===== src/rtl/router_fifo.sv =====
// router_fifo
//   Per-port output buffer of the 1x3 router. Bytes written by the router
//   core are stored with a header-marker bit. The destination agent drains
//   them through the data_out / vld_out / read_enb handshake. A packet
//   counter loaded from the header's length field tracks how many bytes of
//   the current packet (payload plus parity) remain to be read out.
//
// Ports
//   clock       sole clock, rising edge
//   resetn      asynchronous active-low reset
//   soft_reset  synchronous flush, active high; outranks read and write
//   write_enb   write request; dropped when full
//   lfd_state   marks the byte written this cycle as a packet header
//   data_in     byte to write
//   read_enb    read request; ignored when empty
//   data_out    registered read data; holds its value between reads
//   vld_out     at least one entry stored
//   full        DEPTH entries stored
//   empty       no entries stored
//   pkt_active  bytes of the current packet remain to be read
module router_fifo #(
    parameter int unsigned DEPTH = 16,
    parameter int unsigned WIDTH = 8
) (
    input  logic             clock,
    input  logic             resetn,
    input  logic             soft_reset,
    input  logic             write_enb,
    input  logic             lfd_state,
    input  logic [WIDTH-1:0] data_in,
    input  logic             read_enb,
    output logic [WIDTH-1:0] data_out,
    output logic             vld_out,
    output logic             full,
    output logic             empty,
    output logic             pkt_active
);

    localparam int unsigned AW = $clog2(DEPTH);
    localparam int unsigned PW = AW + 1;
    // Header length field is data[WIDTH-1:2]; length + 1 needs one extra bit.
    localparam int unsigned CW = WIDTH - 1;

    logic [WIDTH:0]   mem [DEPTH];
    logic [PW-1:0]    wr_ptr;
    logic [PW-1:0]    rd_ptr;
    logic [CW-1:0]    pkt_cnt;
    logic [WIDTH:0]   rd_entry;
    logic             do_write;
    logic             do_read;

    // Extra wrap bit distinguishes full from empty when addresses coincide.
    assign empty      = (wr_ptr == rd_ptr);
    assign full       = (wr_ptr[AW] != rd_ptr[AW]) &&
                        (wr_ptr[AW-1:0] == rd_ptr[AW-1:0]);
    assign vld_out    = !empty;
    assign pkt_active = (pkt_cnt != '0);

    // Both qualifiers use pre-edge occupancy: at full a read still happens
    // while the concurrent write is dropped; at empty there is no bypass.
    assign do_write = write_enb && !full;
    assign do_read  = read_enb && !empty;
    assign rd_entry = mem[rd_ptr[AW-1:0]];

    always_ff @(posedge clock) begin
        if (do_write && !soft_reset) begin
            mem[wr_ptr[AW-1:0]] <= {lfd_state, data_in};
        end
    end

    always_ff @(posedge clock or negedge resetn) begin
        if (!resetn) begin
            wr_ptr <= '0;
        end else if (soft_reset) begin
            wr_ptr <= '0;
        end else if (do_write) begin
            wr_ptr <= wr_ptr + PW'(1);
        end
    end

    always_ff @(posedge clock or negedge resetn) begin
        if (!resetn) begin
            rd_ptr   <= '0;
            data_out <= '0;
        end else if (soft_reset) begin
            rd_ptr   <= '0;
            data_out <= '0;
        end else if (do_read) begin
            rd_ptr   <= rd_ptr + PW'(1);
            data_out <= rd_entry[WIDTH-1:0];
        end
    end

    // Header read loads payload length + 1 (parity); the header itself is
    // not counted. Non-header reads outside a packet leave the count at 0.
    always_ff @(posedge clock or negedge resetn) begin
        if (!resetn) begin
            pkt_cnt <= '0;
        end else if (soft_reset) begin
            pkt_cnt <= '0;
        end else if (do_read) begin
            if (rd_entry[WIDTH]) begin
                pkt_cnt <= CW'(rd_entry[WIDTH-1:2]) + CW'(1);
            end else if (pkt_cnt != '0) begin
                pkt_cnt <= pkt_cnt - CW'(1);
            end
        end
    end

endmodule

===== config.mk =====
export PLATFORM = sky130hd
export DESIGN_NAME = router_fifo
export DESIGN_NICKNAME = d
export VERILOG_FILES = /design/src/rtl/router_fifo.sv
export SDC_FILE = /design/constraint.sdc
export NUM_CORES = 1
export LEC_CHECK = 0
export ABC_CLOCK_PERIOD_IN_PS = 3200
export CORE_MARGIN = 2
export CORE_UTILIZATION = 50
export CTS_CLUSTER_DIAMETER = 30
export CTS_CLUSTER_SIZE = 14
export DETAILED_ROUTE_END_ITERATION = 12
export GPL_TIMING_DRIVEN = 0
export PLACE_DENSITY_LB_ADDON = 0.15
export SLEW_MARGIN = 20
export SYNTH_ARGS = -nofsm -noshare
export SYNTH_HDL_FRONTEND = slang
export SYNTH_SLANG_ARGS = --single-unit

===== constraint.sdc =====
create_clock -name clock -period 3.2 [get_ports clock]
set_clock_uncertainty 0.15 [all_clocks]
set_input_delay 0.64 -clock clock [delete_from_list [all_inputs] [get_ports clock]]
set_output_delay 0.64 -clock clock [all_outputs]
set_load 0.02 [all_outputs]

==> flow_metrics.tcl <==
set metrics [dict create \
    p_leak_nw 2.884 \
    fin_ws_ns 0.1352 \
    via_per_inst 5.995 \
    ys_ff_latch 169 \
    wl_mm 15.19 \
    cp_slowest_cell "or4b_1" \
    clock-root-buffer "clkbuf_16" \
    diodes 0 \
    worstPathCellList "inv_1, ha_1, or4b_1, or3_4, clkdlybuf4s15_2" \
    cp_max_fo 7 \
    synth_area_um2 7163 \
    synth_area_leaders "edfxtp_1 60%, dfrtp_1 8.7%, mux4_2 6.3%" \
    die_h_um 123.7 \
    yosys_warnings 0 \
    power_mw 5.384 \
    ys_seq_area_frac 0.6910 \
    cts_tree "yes" \
    routedWlPerCell_um 23.23 \
    grt_start_max_net_pins 26 \
    io_buffer_count 25 \
    finalCritPeriodShare 0.9578 \
    cts_htree_levels 4 \
    gp_congestion 0.7691 \
    outcome "finished, final reports clean" \
    firstDrtPassIters 5 \
    reg2reg_slack_ns 0.19 \
    cap_violations 0 \
    fin_nets 483 \
    slowest_delay_ns 0.52 \
    ir_worst_vdd_v 0.0003838 \
    clock_sinks 169 \
    synth_top_cell_by_area "edfxtp_1" \
    slew_viol_final 0 \
    clk_latency_ns 0.42 \
    ys_async_sr_fraction 0.1479 \
    synth_edf_count 144 \
    rr_endpoint "mem[3][4]" \
    maxSlewHeadroom 0.4380 \
    grt_pass1_wl_mm 23.32 \
    endpoint_kind "output port" \
    synth_flop_cell "edfxtp_1" \
    pre_cts_slack_ns -0.1104 \
    drive_above_1_share 0.1793 \
    yosysMostFrequentCell "edfxtp_1" \
    synth_nets 437 \
    min_path_type "in2async" \
    grt_pass1_vias 3958 \
    numCtsBuffers 17 \
    rsz0062_at_grt "no" \
    first_iter_violations 378 \
    globalRouteOverflowTotal 0 \
    ys_top_cells_by_count "144 x edfxtp_1, 31 x nand2_1, 25 x dfrtp_1, 20 x a21oi_1, 20 x mux4_2" \
    finalInstanceArea_um2 8285 \
    max_freq_ghz 0.3263 \
    power.density_nw_per_um2 649.9 \
    avgSynthCellArea_um2 17.22 \
    core_area_um2 13930 \
    vias 3921 \
    start_kind "flop" \
    min_period_ns 3.065 \
    timing.rr.start "rd_ptr[0]" \
    hold_violations 0 \
    criticalPathCategory "reg2out" \
    dpl.hpwl_mm 9.917 \
    antenna_found_initial 0 \
    clockBufferDepth 2 \
    syn_to_final_growth_pct 15.67 \
    worstPathArrival_ns 2.27 \
    dieArea_um2 15300 \
    io_pins 26 \
    ant_nets 0 \
    dpl-instance-area_um2 7699 \
    setup_viol 0 \
    synth.distinct_cells 52 \
    rows 43 \
    syn_inst 416 \
    start_util 0.5141 \
    track_usage 0.2184 \
    fp.dieW_um 123.7 \
    clkTransAtPathRegs_ns 0.06 \
    tightest_slew_ns 0.8429 \
    drc 0 \
    synth_top_cell_area_share 0.6037 \
    worst-r2r-cell-count 7 \
    worstPathRequired_ns 2.41 \
]
## registers in the layout, indices dropped and copies added (netlist names)
name      flops
pkt_cnt       7
rd_ptr        5
data_out      8
wr_ptr        5
mem         144
## metrics by stage
stage	hold WS (ns)	utilization	cells	TNS, ns
global route	0.1205	0.5946	654	0
detailed placement	0.3697	0.5525	625	-0.4256
floorplan	0.1944	-	416	0
finish	0.07849	0.5946	654	0
global placement	0.3643	0.5482	621	-27.26
CTS	0.09180	0.5925	656	0
## how the worst max path moves through the flow
stage,depth (start not counted),startpoint,end
after floorplan,7,rd_ptr[0],mem[1][0]
after global placement,6,rd_ptr[0],mem[5][7]
after detailed placement,7,rd_ptr[1],data_out[1]
after CTS,6,pkt_cnt[0],pkt_active
after global routing,7,rd_ptr[0],mem[2][6]
final,5,pkt_cnt[0],pkt_active
## worst max-delay path: cells and delay by family (launching register included)
kind	cells	cell delay, ns
fa+ha+maj	1	0.20
buf+inv	2	0.37
flops	1	0.38
simple gates	2	0.92
## timing repair
item,in CTS,in global routing
buffers inserted,1,0
setup endpoints to repair,13,101
endpoints found under the hold margin,0,0
hold buffers,0,0
pin swaps,1,0
gates resized for setup,11,8
## cells by family after synthesis
family | after synthesis | share of synthesized area
mux | 45 | 0.1366
buf+inv | 31 | 0.02306
xor+xnor | 16 | 0.01956
compound gates | 46 | 0.04385
simple gates | 102 | 0.07371
fa+ha+maj | 7 | 0.01223
flops | 169 | 0.6910
## per-layer routing
layer	part of all wire	vias up	global-route usage
li1	-	1747	-
met4	0.015	0	0.07386
met3	0.050	14	0.04579
met2	0.52	120	0.3692
met1	0.41	2040	0.2836
met5	0	-	0
## power by group
group | switching [mW] | total (mW) | internal (mW)
Combinational | 0.536 | 1.00 | 0.464
Clock | 0.821 | 1.89 | 1.07
Sequential | 0.0465 | 2.50 | 2.45
Total | 1.40 | 5.38 | 3.98
## layout by cell type, fill, tap and decap left out, types with 3 or more instances in the layout
master | netlist | routed
buf_6 | 1 | 5
inv_1 | 11 | 11
nand4_1 | 4 | 4
nor2b_1 | 8 | 8
clkbuf_1 | 10 | 9
mux4_2 | 20 | 20
clkbuf_16 | 0 | 17
nand2_1 | 31 | 31
xnor2_1 | 6 | 6
a21oi_1 | 20 | 20
clkdlybuf4s50_1 | 0 | 20
dfrtp_1 | 25 | 24
a22oi_1 | 3 | 3
nand2b_1 | 4 | 4
xor2_1 | 10 | 10
nor3_1 | 6 | 4
edfxtp_1 | 144 | 144
ha_1 | 7 | 7
buf_2 | 7 | 8
nand3_1 | 10 | 8
and3_2 | 0 | 3
clkinv_2 | 0 | 3
inv_6 | 0 | 3
mux2i_1 | 7 | 7
and3_1 | 13 | 10
nor2_1 | 15 | 15
mux4_1 | 17 | 17
## area by class of cell
cell class	count	area [µm²]
Clock inverter	11	98.84
Timing Repair Buffer	30	299.0
Fill cell	1040	5649
Clock buffer	20	436.7
Buffer	17	113.9
Sequential cell	169	4951
Tap cell	180	225.2
Multi-Input combinational cell	216	2120
Inverter	11	41.29
No activity file was read; power rests on OpenSTA's default activity.
